## src/rtl/dbg_console_if.sv

```systemverilog
// Control/debug link between the board-side debug console (master) and the CPU core (slave):
// clock enable and scan indices out, halt, WB trace flags and scan read data back.
interface dbg_console_if #(
    parameter int DmWordBits = 10
);
    logic                  cpu_en;
    logic [4:0]            dbg_rf_req;
    logic [DmWordBits-1:0] dbg_dm_addr;
    logic                  cpu_halt;
    logic                  cpu_is_jump;
    logic                  cpu_branched;
    logic                  cpu_is_nop;
    logic [31:0]           cpu_display;
    logic [31:0]           cpu_rf_data;
    logic [31:0]           cpu_dm_data;

    modport master (
        output cpu_en, dbg_rf_req, dbg_dm_addr,
        input  cpu_halt, cpu_is_jump, cpu_branched, cpu_is_nop,
        input  cpu_display, cpu_rf_data, cpu_dm_data
    );

    modport slave (
        input  cpu_en, dbg_rf_req, dbg_dm_addr,
        output cpu_halt, cpu_is_jump, cpu_branched, cpu_is_nop,
        output cpu_display, cpu_rf_data, cpu_dm_data
    );
endinterface

```

## src/rtl/dbg_console.sv

```systemverilog
// Debug console: run/pause/step/halt control of the core's enable, register/memory scan and a
// registered seven-segment mux. Define DBG_STAT_CNT_EN to build the four trace statistics counters.
module dbg_console #(
    parameter int DmWordBits = 10,
    parameter int StatBits   = 32
) (
    input  logic         clk,
    input  logic         rst_n,
    input  logic         btn_run,
    input  logic         btn_step,
    input  logic         btn_next,
    input  logic [1:0]   sel_mode,
    dbg_console_if.master bus,
    output logic [31:0]  disp_value,
    output logic [7:0]   disp_tag,
    output logic         halted
);

    typedef enum logic [1:0] {
        ST_PAUSE  = 2'd0,
        ST_RUN    = 2'd1,
        ST_STEP   = 2'd2,
        ST_HALTED = 2'd3
    } state_e;

    typedef enum logic [1:0] {
        MODE_CORE = 2'd0,
        MODE_RF   = 2'd1,
        MODE_DM   = 2'd2,
        MODE_STAT = 2'd3
    } mode_e;

    state_e                state_q, state_d;
    mode_e                 mode_q;
    logic                  cpu_en;
    logic [4:0]            rf_req_q;
    logic [DmWordBits-1:0] dm_addr_q;
    logic [1:0]            stat_idx_q;
    logic [31:0]           stat_value;

    // NOTE: sequential state uses non-blocking assignments so every register samples pre-edge values.
    always_ff @(posedge clk or negedge rst_n) begin
        if (!rst_n) begin
            state_q <= ST_PAUSE;
        end else begin
            state_q <= state_d;
        end
    end

    // NOTE: next state gets a default before the case so no path leaves it unassigned (no latch).
    always_comb begin
        state_d = state_q;
        case (state_q)
            ST_PAUSE: begin
                if (btn_run) begin
                    state_d = ST_RUN;
                end else if (btn_step) begin
                    state_d = ST_STEP;
                end
            end
            ST_RUN: begin
                if (bus.cpu_halt) begin
                    state_d = ST_HALTED;
                end else if (btn_run) begin
                    state_d = ST_PAUSE;
                end
            end
            ST_STEP: begin
                state_d = bus.cpu_halt ? ST_HALTED : ST_PAUSE;
            end
            ST_HALTED: begin
                state_d = ST_HALTED;
            end
            default: begin
                state_d = ST_PAUSE;
            end
        endcase
    end

    // Halt gates the enable combinationally so the core never advances past the halting instruction.
    assign cpu_en = ((state_q == ST_RUN) || (state_q == ST_STEP)) && !bus.cpu_halt;
    assign halted = (state_q == ST_HALTED);

    assign bus.cpu_en      = cpu_en;
    assign bus.dbg_rf_req  = rf_req_q;
    assign bus.dbg_dm_addr = dm_addr_q;

    // btn_next acts on the mode of the previous cycle, so a press coinciding with a mode change
    // still advances the index of the mode being left.
    always_ff @(posedge clk or negedge rst_n) begin
        if (!rst_n) begin
            mode_q     <= MODE_CORE;
            rf_req_q   <= '0;
            dm_addr_q  <= '0;
            stat_idx_q <= '0;
        end else begin
            mode_q <= mode_e'(sel_mode);
            if (btn_next) begin
                case (mode_q)
                    MODE_RF:   rf_req_q   <= rf_req_q + 5'd1;
                    MODE_DM:   dm_addr_q  <= dm_addr_q + DmWordBits'(1);
                    MODE_STAT: stat_idx_q <= stat_idx_q + 2'd1;
                    default:   ;
                endcase
            end
        end
    end

`ifdef DBG_STAT_CNT_EN
    logic [StatBits-1:0] stat_cnt_q [4];

    // NOTE: only four counters, so the array is reset like ordinary registers rather than left as RAM.
    always_ff @(posedge clk or negedge rst_n) begin
        if (!rst_n) begin
            for (int i = 0; i < 4; i++) begin
                stat_cnt_q[i] <= '0;
            end
        end else if (cpu_en) begin
            stat_cnt_q[0] <= stat_cnt_q[0] + StatBits'(1);
            if (bus.cpu_is_jump) begin
                stat_cnt_q[1] <= stat_cnt_q[1] + StatBits'(1);
            end
            if (bus.cpu_branched) begin
                stat_cnt_q[2] <= stat_cnt_q[2] + StatBits'(1);
            end
            if (bus.cpu_is_nop) begin
                stat_cnt_q[3] <= stat_cnt_q[3] + StatBits'(1);
            end
        end
    end

    assign stat_value = 32'(stat_cnt_q[stat_idx_q]);
`else
    logic unused_trace;

    assign stat_value   = '0;
    assign unused_trace = ^{bus.cpu_is_jump, bus.cpu_branched, bus.cpu_is_nop};
`endif

    always_ff @(posedge clk or negedge rst_n) begin
        if (!rst_n) begin
            disp_value <= '0;
            disp_tag   <= '0;
        end else begin
            case (mode_e'(sel_mode))
                MODE_CORE: begin
                    disp_value <= bus.cpu_display;
                    disp_tag   <= '0;
                end
                MODE_RF: begin
                    disp_value <= bus.cpu_rf_data;
                    disp_tag   <= {3'b000, rf_req_q};
                end
                MODE_DM: begin
                    disp_value <= bus.cpu_dm_data;
                    disp_tag   <= 8'(dm_addr_q);
                end
                MODE_STAT: begin
                    disp_value <= stat_value;
                    disp_tag   <= {6'b000000, stat_idx_q};
                end
                default: begin
                    disp_value <= '0;
                    disp_tag   <= '0;
                end
            endcase
        end
    end

endmodule

```

## src/flat_wrapper.sv

```systemverilog
// flat-port wrapper written by rule: the top's interface ports become plain ports
module dbg_console_flat 
#(
    parameter int DmWordBits = 10,
    parameter int StatBits   = 32
)
  (clk, rst_n, btn_run, btn_step, btn_next, sel_mode, disp_value, disp_tag, halted, bus_cpu_en, bus_dbg_rf_req, bus_dbg_dm_addr, bus_cpu_halt, bus_cpu_is_jump, bus_cpu_branched, bus_cpu_is_nop, bus_cpu_display, bus_cpu_rf_data, bus_cpu_dm_data);
  dbg_console_if #(.DmWordBits(DmWordBits)) bus_i ();
  input  logic clk;
  input  logic rst_n;
  input  logic btn_run;
  input  logic btn_step;
  input  logic btn_next;
  input  logic [1:0] sel_mode;
  output logic [31:0] disp_value;
  output logic [7:0] disp_tag;
  output logic halted;
  output wire logic [$bits(bus_i.cpu_en)-1:0] bus_cpu_en;
  output wire logic [$bits(bus_i.dbg_rf_req)-1:0] bus_dbg_rf_req;
  output wire logic [$bits(bus_i.dbg_dm_addr)-1:0] bus_dbg_dm_addr;
  input wire logic [$bits(bus_i.cpu_halt)-1:0] bus_cpu_halt;
  input wire logic [$bits(bus_i.cpu_is_jump)-1:0] bus_cpu_is_jump;
  input wire logic [$bits(bus_i.cpu_branched)-1:0] bus_cpu_branched;
  input wire logic [$bits(bus_i.cpu_is_nop)-1:0] bus_cpu_is_nop;
  input wire logic [$bits(bus_i.cpu_display)-1:0] bus_cpu_display;
  input wire logic [$bits(bus_i.cpu_rf_data)-1:0] bus_cpu_rf_data;
  input wire logic [$bits(bus_i.cpu_dm_data)-1:0] bus_cpu_dm_data;
  assign bus_cpu_en = bus_i.cpu_en;
  assign bus_dbg_rf_req = bus_i.dbg_rf_req;
  assign bus_dbg_dm_addr = bus_i.dbg_dm_addr;
  assign bus_i.cpu_halt = bus_cpu_halt;
  assign bus_i.cpu_is_jump = bus_cpu_is_jump;
  assign bus_i.cpu_branched = bus_cpu_branched;
  assign bus_i.cpu_is_nop = bus_cpu_is_nop;
  assign bus_i.cpu_display = bus_cpu_display;
  assign bus_i.cpu_rf_data = bus_cpu_rf_data;
  assign bus_i.cpu_dm_data = bus_cpu_dm_data;
  dbg_console #(.DmWordBits(DmWordBits), .StatBits(StatBits)) u_core (.clk(clk), .rst_n(rst_n), .btn_run(btn_run), .btn_step(btn_step), .btn_next(btn_next), .sel_mode(sel_mode), .bus(bus_i), .disp_value(disp_value), .disp_tag(disp_tag), .halted(halted));
endmodule
```

## config.mk

```make
export PLATFORM = sky130hd
export DESIGN_NAME = dbg_console_flat
export DESIGN_NICKNAME = d
export VERILOG_FILES = /design/src/rtl/dbg_console_if.sv /design/src/rtl/dbg_console.sv /design/src/flat_wrapper.sv
export SDC_FILE = /design/constraint.sdc
export NUM_CORES = 1
export LEC_CHECK = 0
export BUFFER_PORTS_ARGS = -buffer_cell sky130_fd_sc_hd__buf_4
export CAP_MARGIN = 0
export CORE_MARGIN = 5
export CORE_UTILIZATION = 35
export CTS_CLUSTER_SIZE = 24
export DETAILED_ROUTE_END_ITERATION = 16
export PLACE_DENSITY_LB_ADDON = 0.05
export SLEW_MARGIN = 5
export SYNTH_ARGS = -nofsm -noshare
export SYNTH_HDL_FRONTEND = slang
export SYNTH_SLANG_ARGS = --single-unit
```

## constraint.sdc

```tcl
create_clock -name clk -period 2.8 [get_ports clk]
set_input_delay 0.84 -clock clk [delete_from_list [all_inputs] [get_ports clk]]
set_output_delay 0.84 -clock clk [all_outputs]
set_load 0.01 [all_outputs]
```

[Word level (Yosys, flattened, before mapping)]
Index checks and enable logic that the tools add are counted.
Storage, ports and cells
  output and inout port bits: 57
  word-level logic and storage cells: 38
  flip-flop bits (word level): 61
Cells by class
  muxes and demuxes: 8
  eq/ne operators: 11
  reduce and logical (&&, ||, !) cells: 9
  add/subtract/negate cells: 3
Operator list (number)
  $pmux W32 S4: 1
  $pmux W8 S4: 1
  $eq A2 B2 Y1 const B: 6
  $add A10 B1 Y10 const B: 1
  $mux W2: 5
  $pmux W2 S4: 1
  $reduce_and A2 Y1: 4
  $eq A2 B1 Y1 const B: 3
  $ne A3 B3 Y1 const B: 2
  $add A5 B1 Y5 const B: 1
  $logic_not A2 Y1: 2
  $add A2 B1 Y2 const B: 1
  $logic_and A1 B1 Y1: 1
  $logic_not A1 Y1: 1
  $logic_or A1 B1 Y1: 1

[Depth between registers and ports, before layout]
  word-level depth: 3
  depth in mapped cells: 6

[Least setup slack after synthesis]
OpenSTA, ideal clock, no wires.
  path kind: input -> output
  start point: input bus_cpu_halt
  end point: output bus_cpu_en
  cell stages on the path: 1
  setup slack: 942 ps
  arrival: 1018 ps
  data required time: 1960 ps
  cell sequence: nor2b_1
On the way
  cells in the longest elaborated chain, start to end: 2
RTL lines
  from (decl): line flat_wrapper.sv:21  | input wire logic [$bits(bus_i.cpu_halt)-1:0] bus_cpu_halt;
  $logic_not A1 Y1: line dbg_console.sv:81  | assign cpu_en = ((state_q == ST_RUN) || (state_q == ST_STEP)) && !bus.cpu_halt;
  $logic_and A1 B1 Y1: line dbg_console.sv:81
  to (decl): line flat_wrapper.sv:18  | output wire logic [$bits(bus_i.cpu_en)-1:0] bus_cpu_en;
Every way passes these cells.

[Final worst setup path]
  start point: register u_core.state_q[0]
  end point: output bus_cpu_en
On the way
  cells in the longest elaborated chain, start to end: 3
  elaborated cells between the ends (all ways): 4
RTL lines
  from (decl): line dbg_console.sv:33  | state_e state_q, state_d;
  from (signal assigned): line dbg_console.sv:46  | state_q <= state_d;
  $eq A2 B1 Y1 / $eq A2 B2 Y1 (equally long branches): line dbg_console.sv:81
  $logic_or A1 B1 Y1 (*): line dbg_console.sv:81
  $logic_and A1 B1 Y1 (*): line dbg_console.sv:81
Every way passes the cells marked *; elsewhere a longest branch is shown, timed or not.

==> impl_metrics.tcl <==
set metrics [dict create \
    place_congestion 0.767 \
    syn-cell-area_sq_um 2760 \
    nets 513 \
    avgSynthCellArea_sq_um 11.5 \
    syn_inst 240 \
    start_kind "flop" \
    synthFlopType "dfrtp_1" \
    firstDrtPassIters 4 \
    leakagePower_nw 2.17 \
    cp.required_ns 1.96 \
    io_pins 164 \
    routed_wl_um 7980 \
    synth_nets 353 \
    fp.coreArea_sq_um 7730 \
    drive_above_1_share_pct 46.2 \
    hold_path_class "flop to flop" \
    cts-resized-gates 0 \
    die_width_um 98.8 \
    rows 32 \
    synthTopCellsByCount "dfrtp_1, nand2_1, mux2i_1" \
    clock-root-buffer "clkbuf_8" \
    start_util_pct 35.8 \
    antenna_found_initial 0 \
    cts_buffers 9 \
    clkTransAtPathRegs_ns 0.07 \
    vias_per_cell 4.56 \
    power_density_nw_per_um2 633 \
    grt_max_degree 62 \
    worst_pin_slew_ns 0.773 \
    max_freq_ghz 0.453 \
    grt_pass1_vias 2442 \
    chipHeight_um 98.8 \
    cp-end-kind "primary output" \
    clock_skew_ns 0.0112 \
    h-tree-depth 3 \
    area_delta_synth_final_pct 52.0 \
    async_flop_share_pct 100 \
    fin_crit_ns 2.21 \
    setup_tns_ns 0 \
    num_vias 2312 \
    die_area_sq_um 9770 \
    grt_pass1_wl_um 12200 \
    drv_slew 0 \
    cp.arrival_ns 1.37 \
    ys_warn_count 0 \
    clock_latency_ns 0.33 \
    wl_per_cell_um 15.7 \
    cts_tree "built" \
    synth-edff-count 0 \
    setup_viol 0 \
    synth.distinct_cells 32 \
    drcViolationCount 0 \
    insertedDiodeCount 0 \
    numPortBuffers 160 \
    ys_ff_latch 61 \
    rsz0062_at_grt "false" \
    critPathKind "flop to primary output" \
    seq_area_frac_synth_pct 55.3 \
    drt_iter0_markers 58 \
    ir_drop_mv 0.507 \
    hpwl_um 5840 \
    finalCritPeriodShare_pct 78.9 \
    report.final.hold_viol_count 0 \
    netlist.area_leader.share_pct 55.3 \
    cp_max_fo 4 \
    synthTopCellsByArea "dfrtp_1, mux2i_1, o21ai_0, nand2_1, ha_1" \
    synth.most_common_cell "dfrtp_1" \
    cts_setup_buffers 0 \
    drtAntennaViolNets 0 \
    grt_use_total_pct 16.0 \
    synth_top_area_cell "dfrtp_1" \
    relSlewSlack_pct 48.5 \
    post-route-util_pct 54.3 \
    fillers 717 \
    power.total_mw 2.66 \
    grt.overflow.total 0 \
    cts_buffer_depth 2 \
    cap_violations 0 \
    status "finished clean" \
    cts_hold_buf 0 \
    clock_sinks 61 \
]
routing by layer:
metal  vias up  GRT usage, %  wire length [um]
li1       1140             -                 -
met1      1064          20.4              3400
met2       101          24.9              3730
met3         7          5.87               759
met4         0          5.67                87
met5         -             0                 0
stage by stage:
step           std cells  hold slack (ns)  setup WS (ns)  instance area, sq um
3_3_place_gp         491            0.456          0.671                  4040
4_1_cts              507            0.476          0.562                  4200
2_1_floorplan        240            0.440          0.942                  2760
3_5_place_dp         491            0.463          0.648                  4040
5_1_grt              507            0.508          0.479                  4200
6_report             507            0.473          0.592                  4200
worst max-delay path, stage by stage, from the launching register on:
cell	delay, ns
dfrtp_1	0.39
inv_1	0.08
ha_1	0.31
nor2b_1	0.14
buf_4	0.14
placed cells by master (no fill, tap or decap), drive strengths merged, types with 5 or more instances in the layout:
master,synthesis,routed
mux2i,32,32
o21ai,32,32
a22o,5,5
buf,7,162
ha,6,6
mux2,6,6
nand2,37,37
dfrtp,61,61
clkbuf,6,11
xor2,7,7
xnor2,8,8
state kept, by name, indices dropped and copies added (netlist names):
name / cells
u_core.stat_idx_q: 2
u_core.bus.dbg_dm_addr: 10
u_core.disp_tag: 8
u_core.state_q: 2
u_core.mode_q: 2
u_core.bus.dbg_rf_req: 5
u_core.disp_value: 32
where the power goes:
part           switching, mW  internal, mW  leakage (nW)  total, mW
registers              0.156          1.04         0.764       1.20
logic                  0.344         0.468          1.33      0.812
clock network          0.331         0.315        0.0829      0.647
total                  0.832          1.83          2.17       2.66
cells by family after synthesis:
kind of cell / Yosys count / share of synthesized area (%)
and+or+nand+nor: 62 / 11.5
DFF: 61 / 55.3
AOI/OAI and AO/OA: 41 / 8.24
muxes: 38 / 14.2
buffers and inverters: 17 / 3.40
xor gates and xnor gates: 15 / 4.76
adders and majority gates: 6 / 2.72
final timing paths:
path | from | end | slack (ns) | cells past startpoint
setup / recovery | u_core.state_q[0]$_DFFE_PN0P_ | bus_cpu_en | 0.59 | 4
hold / removal | u_core.bus.dbg_dm_addr[9]$_DFFE_PN0P_ | u_core.bus.dbg_dm_addr[9]$_DFFE_PN0P_ | 0.47 | 1
setup reg to reg | u_core.state_q[0]$_DFFE_PN0P_ | u_core.state_q[1]$_DFFE_PN0P_ | 1.30 | 5
hold reg to reg | u_core.bus.dbg_dm_addr[9]$_DFFE_PN0P_ | u_core.bus.dbg_dm_addr[9]$_DFFE_PN0P_ | 0.47 | 1
max in group asynchronous | rst_n | u_core.disp_value[5]$_DFF_PN0_ | 1.70 | 1
min in group asynchronous | rst_n | u_core.disp_value[4]$_DFF_PN0_ | 0.57 | 1
final cells by class:
type / instances / area, sq um / share of cell area, %
well taps: 102 / 128 / 3.04
inverters: 4 / 15.0 / 0.358
clock inverters: 5 / 27.5 / 0.656
flip-flops and latches: 61 / 1530 / 36.4
repair buffers: 162 / 1230 / 29.3
multi-input cells: 162 / 1140 / 27.2
clock buffers: 11 / 131 / 3.13
Power figures use the tool's default switching activity.
